<file path="src/rtl/weight_link_pkg.sv">
// Shared definitions for the weight-load link: frame sizing, lane width and
// the producer control states.
package weight_link_pkg;

  localparam int unsigned LaneW = 2;

  typedef enum logic [1:0] {
    StIdle,
    StStream,
    StFlush,
    StDone
  } link_state_e;

  // Words per frame: WHH section followed by WIH section.
  function automatic int unsigned frame_len(input int unsigned input_size,
                                            input int unsigned hidden_size);
    return hidden_size * hidden_size * 5 / 2 + input_size * hidden_size * 2;
  endfunction

endpackage

</file>
<file path="src/rtl/weight_skid_fifo.sv">
// Small synchronous FIFO holding memory read returns until the sink can take them.
module weight_skid_fifo #(
  parameter int unsigned Depth = 8,
  parameter int unsigned Width = 16
) (
  input  logic                   clk_200m,
  input  logic                   rst,
  input  logic                   clr,
  input  logic                   push,
  input  logic                   pop,
  input  logic [Width-1:0]       wdata,
  output logic [Width-1:0]       rdata,
  output logic                   empty,
  output logic [$clog2(Depth):0] count
);
  localparam int unsigned PtrW = $clog2(Depth);

  if ((1 << PtrW) != Depth) begin : g_bad_depth
    $error("weight_skid_fifo Depth must be a power of 2");
  end

  logic [Width-1:0] mem_q [Depth];
  logic [PtrW-1:0]  wptr_q, wptr_d, rptr_q, rptr_d;
  logic [PtrW:0]    count_q, count_d;
  logic             full, do_push, do_pop;

  assign empty   = (count_q == '0);
  assign full    = (count_q == (PtrW + 1)'(Depth));
  assign do_pop  = pop & ~empty;
  assign do_push = push & (~full | do_pop);
  assign rdata   = mem_q[rptr_q];
  assign count   = count_q;

  always_comb begin
    wptr_d  = wptr_q;
    rptr_d  = rptr_q;
    count_d = count_q;
    if (clr) begin
      wptr_d  = '0;
      rptr_d  = '0;
      count_d = '0;
    end else begin
      if (do_push) wptr_d = wptr_q + PtrW'(1);
      if (do_pop)  rptr_d = rptr_q + PtrW'(1);
      count_d = count_q + (PtrW + 1)'(do_push) - (PtrW + 1)'(do_pop);
    end
  end

  always_ff @(posedge clk_200m or posedge rst) begin
    if (rst) begin
      wptr_q  <= '0;
      rptr_q  <= '0;
      count_q <= '0;
    end else begin
      wptr_q  <= wptr_d;
      rptr_q  <= rptr_d;
      count_q <= count_d;
    end
  end

  always_ff @(posedge clk_200m) begin
    if (do_push && !clr) mem_q[wptr_q] <= wdata;
  end

  // The producer's credit rule must keep this from ever firing.
  assert property (@(posedge clk_200m) disable iff (rst) !(push && !clr && full && !do_pop))
    else $error("weight_skid_fifo overflow");

endmodule

</file>
<file path="src/rtl/weight_stream_src.sv">
// Producer end of the weight-load link: reads one frame from word memory and streams it
// into the 4-lane weight FIFO sink, with credit-limited reads and fifo_ready back-pressure.
module weight_stream_src
  import weight_link_pkg::*;
#(
  parameter int unsigned INPUT_SIZE      = 96,
  parameter int unsigned HIDDEN_SIZE     = 512,
  parameter int unsigned FRAME_LEN       = frame_len(INPUT_SIZE, HIDDEN_SIZE),
  parameter int unsigned BASE_ADDR       = 0,
  parameter int unsigned ADDR_W          = 24,
  parameter int unsigned SKID_DEPTH      = 8,
  parameter int unsigned MAX_OUTSTANDING = 4
) (
  input  logic              clk_200m,
  input  logic              rst,
  input  logic              start,
  input  logic              abort,
  output logic              mem_req,
  output logic [ADDR_W-1:0] mem_addr,
  input  logic              mem_gnt,
  input  logic              mem_rvalid,
  input  logic [15:0]       mem_rdata,
  input  logic              fifo_ready,
  output logic              wr_fifo_data_valid,
  output logic [15:0]       wr_fifo_data,
  output logic [LaneW-1:0]  lane,
  output logic              busy,
  output logic              frame_done
);
  localparam int unsigned CntW = $clog2(FRAME_LEN + 1);
  localparam int unsigned OutW = $clog2(MAX_OUTSTANDING + 1);
  localparam int unsigned OccW = $clog2(SKID_DEPTH) + 1;
  localparam int unsigned SumW = OccW + 1;

  if (FRAME_LEN % 4 != 0) begin : g_bad_frame_len
    $error("FRAME_LEN must be a multiple of 4");
  end
  if (SKID_DEPTH < MAX_OUTSTANDING) begin : g_bad_skid
    $error("SKID_DEPTH must be >= MAX_OUTSTANDING");
  end

  link_state_e      state_q, state_d;
  logic [CntW-1:0]  issue_cnt_q, issue_cnt_d, send_cnt_q, send_cnt_d;
  logic [OutW-1:0]  outstanding_q, outstanding_d;
  logic             req_pend_q, req_pend_d;
  logic             valid_q, valid_d;
  logic [15:0]      data_q, data_d;
  logic [LaneW-1:0] lane_q, lane_d;

  logic             issue_ok, issue, push, pop, skid_clr, skid_empty, rvalid_dec;
  logic [15:0]      skid_rdata;
  logic [OccW-1:0]  occ;

  weight_skid_fifo #(
    .Depth (SKID_DEPTH),
    .Width (16)
  ) u_skid (
    .clk_200m (clk_200m),
    .rst      (rst),
    .clr      (skid_clr),
    .push     (push),
    .pop      (pop),
    .wdata    (mem_rdata),
    .rdata    (skid_rdata),
    .empty    (skid_empty),
    .count    (occ)
  );

  // Reserving skid space for every read in flight is what makes overflow impossible.
  assign issue_ok = (issue_cnt_q < CntW'(FRAME_LEN))
                  & ((SumW'(outstanding_q) + SumW'(occ)) < SumW'(SKID_DEPTH))
                  & (outstanding_q < OutW'(MAX_OUTSTANDING))
                  & fifo_ready;
  assign issue      = mem_req & mem_gnt;
  assign rvalid_dec = mem_rvalid & (outstanding_q != '0);
  assign mem_addr   = ADDR_W'(BASE_ADDR) + ADDR_W'(issue_cnt_q);

  always_ff @(posedge clk_200m or posedge rst) begin
    if (rst) state_q <= StIdle;
    else     state_q <= state_d;
  end

  always_comb begin
    state_d = state_q;
    unique case (state_q)
      StIdle:   if (start && !abort) state_d = StStream;
      StStream: begin
        if (abort)                                 state_d = StFlush;
        else if (send_cnt_q == CntW'(FRAME_LEN))   state_d = StDone;
      end
      StFlush:  if (outstanding_d == '0) state_d = StIdle;
      StDone:   state_d = StIdle;
      default:  state_d = StIdle;
    endcase
  end

  always_comb begin
    mem_req    = 1'b0;
    pop        = 1'b0;
    push       = 1'b0;
    skid_clr   = 1'b0;
    busy       = 1'b1;
    frame_done = 1'b0;
    unique case (state_q)
      StIdle:   busy = 1'b0;
      StStream: begin
        // A presented request is held regardless of fifo_ready; abort drops it.
        mem_req = ~abort & (req_pend_q | issue_ok);
        pop     = ~abort & ~skid_empty & fifo_ready;
        push    = mem_rvalid;
      end
      StFlush:  skid_clr = 1'b1;
      StDone:   frame_done = 1'b1;
      default:  busy = 1'b0;
    endcase
  end

  always_comb begin
    issue_cnt_d   = issue_cnt_q;
    send_cnt_d    = send_cnt_q;
    if (state_q == StIdle && start && !abort) begin
      issue_cnt_d = '0;
      send_cnt_d  = '0;
    end else begin
      if (issue) issue_cnt_d = issue_cnt_q + CntW'(1);
      if (pop)   send_cnt_d  = send_cnt_q + CntW'(1);
    end
    outstanding_d = outstanding_q + OutW'(issue) - OutW'(rvalid_dec);
    req_pend_d    = mem_req & ~mem_gnt;
    valid_d       = pop;
    data_d        = pop ? skid_rdata : data_q;
    lane_d        = pop ? send_cnt_q[LaneW-1:0] : lane_q;
  end

  always_ff @(posedge clk_200m or posedge rst) begin
    if (rst) begin
      issue_cnt_q   <= '0;
      send_cnt_q    <= '0;
      outstanding_q <= '0;
      req_pend_q    <= 1'b0;
      valid_q       <= 1'b0;
      data_q        <= '0;
      lane_q        <= '0;
    end else begin
      issue_cnt_q   <= issue_cnt_d;
      send_cnt_q    <= send_cnt_d;
      outstanding_q <= outstanding_d;
      req_pend_q    <= req_pend_d;
      valid_q       <= valid_d;
      data_q        <= data_d;
      lane_q        <= lane_d;
    end
  end

  assign wr_fifo_data_valid = valid_q;
  assign wr_fifo_data       = data_q;
  assign lane               = lane_q;

endmodule

</file>
<file path="config.mk">
export PLATFORM = sky130hd
export DESIGN_NAME = weight_stream_src
export DESIGN_NICKNAME = d
export VERILOG_FILES = /design/src/rtl/weight_link_pkg.sv /design/src/rtl/weight_skid_fifo.sv /design/src/rtl/weight_stream_src.sv
export SDC_FILE = /design/constraint.sdc
export NUM_CORES = 1
export LEC_CHECK = 0
export ABC_CLOCK_PERIOD_IN_PS = 4400
export BUFFER_PORTS_ARGS = -buffer_cell sky130_fd_sc_hd__buf_2
export CAP_MARGIN = 0
export CORE_MARGIN = 2
export CORE_UTILIZATION = 40
export DETAILED_ROUTE_END_ITERATION = 8
export PLACE_DENSITY = 0.61
export RECOVER_POWER = 100
export SYNTH_ARGS = -nofsm -noshare
export SYNTH_HDL_FRONTEND = slang
export SYNTH_SLANG_ARGS = --single-unit
</file>
<file path="constraint.sdc">
create_clock -name clk_200m -period 4.4 [get_ports clk_200m]
set_clock_uncertainty 0.05 [all_clocks]
set_input_delay 0.88 -clock clk_200m [delete_from_list [all_inputs] [get_ports clk_200m]]
set_output_delay 0.88 -clock clk_200m [all_outputs]
set_load 0.005 [all_outputs]
</file>
==> impl_summary.md <==
Status
The run finished, with violations left. The final reports fail on max-capacitance violations, max-slew violations.

Power and ir drop
In this run the power density over the cells is 516 mW/mm². Total power for the finished layout comes to 5.12 mW. The maximum VDD drop is 0.281 mV. For this design the static power due to leakage is 3.60 nW.

Detailed routing
The count of nets left with antenna violations once routing finished came out at 0. The initial detailed-routing violation count is 264. The detailed router placed 5106 vias in this run. The wire length per cell is 18.4 µm. The aggregate routed wire length is 17600 µm. The total iterations of the first detailed-routing run is 6. The residual DRC count is 0. Dividing the detail-routed via count by the number of cells gives 5.36.

Critical path
Along the worst path, the maximum fanout reaches 12. The required time at the endpoint of the critical path is 4570 ps. In this design, the stage delay of the slowest critical-path cell is 670 ps.

STA classifies the critical path endpoint as a register. The depth of the most critical reg-to-reg path is 6. The type of origin of the critical path is a register. The slowest stage of the critical path belongs to the cell sky130_fd_sc_hd__nor3_1. The category of the most critical setup path is register to register. Walking the worst path, the cells encountered are nor3b_1 > nand3_1 > a31oi_1 > nand2_1 > nor3_1 > buf_4.

STA puts the critical path data arrival time at 3550 ps.

Synthesis
Ranked by total cell area, the synthesized netlist is headed by sky130_fd_sc_hd__edfxtp_1, sky130_fd_sc_hd__dfrtp_1, sky130_fd_sc_hd__mux4_2. After synthesis, the netlist uses 52 different library cells. The count of state elements after synthesis is 203.

After synthesis, the share of flip-flops with an asynchronous set or reset is 36.9%. The post-synth design cell area is 0.00861 mm². The top cell type by area accounts for 44.6% of the synthesized area. Yosys mapped a number of flops with a built-in enable equal to 128.

A synthesized cell averages 14.7 µm². The primary flip-flop cell chosen by synthesis mapping is sky130_fd_sc_hd__edfxtp_1. The top cell type by total area after synthesis is sky130_fd_sc_hd__edfxtp_1. Counting every instance in the synthesized netlist gives 587. The number of warnings reported in the yosys synthesis log is 0. The share of the Yosys chip area taken by registers is 66.4%.

Finish
The antenna cell count is 0. The post-layout net count is 702. Leaving out fill and tap cells, the most frequent cells in the layout are sky130_fd_sc_hd__edfxtp_1, sky130_fd_sc_hd__dfrtp_1, sky130_fd_sc_hd__nand2_1. The fraction of final layout cells sized beyond drive strength 1 is 16.5%.

The commonest non-fill, non-tap cell in the layout is sky130_fd_sc_hd__edfxtp_1. The signed area change from the synthesized netlist to the final layout is 15.3%.

Floorplanning
The width of the die is 151 µm. The number of cell rows is 53. The area of the die is 0.0227 mm². Once the floorplan was initialized, standard cells occupied 40.8% of the core. Measured along the y axis, the die boundary spans 151 µm. For this design the top-level I/O count stands at 69. The total core area is 0.0211 mm².

STA
The relative slew slack is -61.0%. The final critical path time including I/O delays and setup is 3380 ps. The transition at the pin with the smallest max-transition slack is 2400 ps.

Setup repair after global routing left no endpoint under its margin. The count of endpoints failing hold in the final timing report came to 0. The final count of pins violating max slew is 51.

The count of endpoints failing setup in the final report is 0. The post-route fraction of the period consumed by the critical path is 76.8%. Summed over all failing endpoints, the final setup total negative slack is 0 ps. Derived from the worst setup path, the maximum achievable clock frequency is 0.296 GHz.

CTS
The number of hold buffers added after CTS was 0. The number of setup buffers added after CTS is 0. After clock tree synthesis, the clock-pin slew on the worst setup and hold paths is 60 ps.

The maximum root-to-sink buffer count is 3. Clock tree synthesis found a total of 203 sinks. The CTS tree is built. The root buffer selected by CTS is sky130_fd_sc_hd__clkbuf_16. In this run the number of H-tree levels came out at 1. The number of buffers added by the clock tree synthesis step is 22. The number of cells upsized or downsized after cts is 0. For the worst-skew pair, the clock arrives at the later sink with an insertion delay of 520 ps.

Placed design
Routability-driven placement finished with a final weighted congestion of 0.751. The total of buffers placed on input and output ports is 64. The wire-length estimate of the detail-placed layout is 10900 µm.

Run
The tool flagged a number of max-cap violations equal to 1.

GRT
The maximum number of pins on one net before global-route repair is 51. The number of global-route vias before repair is 5253. The number of antenna violations at the first check in global routing is 0. The wire length of the first global-routing pass is 28300 µm. For this run, the total global-route usage over all layers was measured as 16.0%.

The overall overflow remaining after global route is 0.

Hold path
Along the worst hold path, the cell count comes to 2. The worst hold path class is register to register.
[final cells by class]
type / count / area [µm²]
fillers: 1848 / 11200
inverters: 22 / 83.8
clock buffers: 32 / 628
repair buffers: 79 / 374
multi-input cells: 334 / 2650
clock inverters: 8 / 121
well taps: 275 / 344
flip-flops and latches: 203 / 5720
[stage by stage]
stage,util [%],cell area (µm²),hold WS [ps],worst slack (ps),std cells
final,47.1,9930,433,1020,953
after global routing,47.1,9930,460,716,953
after CTS,47.6,10000,440,1340,953
after detailed placement,44.1,9290,421,950,913
after global placement,44.1,9290,414,1060,913
after floorplan,-,8620,409,797,590
[routing by layer]
| layer | vias up | part of all wire [%] | track usage (%) |
|---|---|---|---|
| met5 | - | 0 | 0 |
| met4 | 0 | 2.0 | 3.79 |
| met3 | 26 | 4.4 | 2.70 |
| met2 | 112 | 51 | 27.8 |
| met1 | 2622 | 43 | 21.0 |
| li1 | 2346 | - | - |
[logic make-up (layout without fill, tap and decap cells)]
family / count (synthesis) / count (layout) / synth area share, %
XOR/XNOR: 21 / 21 / 2.14
buffers and inverters: 53 / 141 / 2.76
AND/OR/NAND/NOR: 166 / 166 / 10.2
adder cells (fa/ha/maj): 17 / 17 / 2.64
flip-flops: 203 / 203 / 66.4
AO/OA/AOI/OAI: 73 / 73 / 5.00
other: 1 / 4 / 0.0436
multiplexers: 53 / 53 / 10.8
[final timing paths]
path / slack, ps / end / startpoint
hold / removal: 430 / wr_fifo_data[8] / wr_fifo_data[8]
setup reg to reg: 1020 / u_skid.mem_q[1][9] / state_q[0]
hold reg to reg: 430 / wr_fifo_data[8] / wr_fifo_data[8]
setup / recovery: 1020 / u_skid.mem_q[1][9] / state_q[0]
max in group asynchronous: 2080 / outstanding_q[2] / rst
min in group asynchronous: 970 / wr_fifo_data[5] / rst
[synth_stat cells, drive strengths merged (10+ instances only)]
| master | number |
|---|---|
| a21oi | 23 |
| buf | 16 |
| clkbuf | 15 |
| dfrtp | 75 |
| edfxtp | 128 |
| ha | 15 |
| inv | 21 |
| mux2i | 21 |
| mux4 | 32 |
| nand2 | 48 |
| nand3 | 15 |
| nor2 | 29 |
| nor3 | 13 |
| o21ai | 27 |
| o31ai | 10 |
| xnor2 | 18 |
[registers in the layout (all words and copies together), names as in the netlist]
signal              count
state_q                 2
send_cnt_q             20
wr_fifo_data_valid      1
u_skid.wptr_q           3
u_skid.rptr_q           3
issue_cnt_q            20
u_skid.count            4
lane                    2
u_skid.mem_q          128
outstanding_q           3
wr_fifo_data           16
req_pend_q              1
[report_power, final]
| group | internal [mW] | total (mW) | switching, mW |
|---|---|---|---|
| Clock | 1.12 | 1.86 | 0.744 |
| Combinational | 0.446 | 0.853 | 0.406 |
| Sequential | 2.21 | 2.41 | 0.199 |
[critical path, delay by kind of cell, from the launching register on]
kind	cells	cell delay [ps]
compound gates	1	530
simple gates	4	1630
flops	1	520
buf+inv	1	350
(Power assumes the default switching activity.)
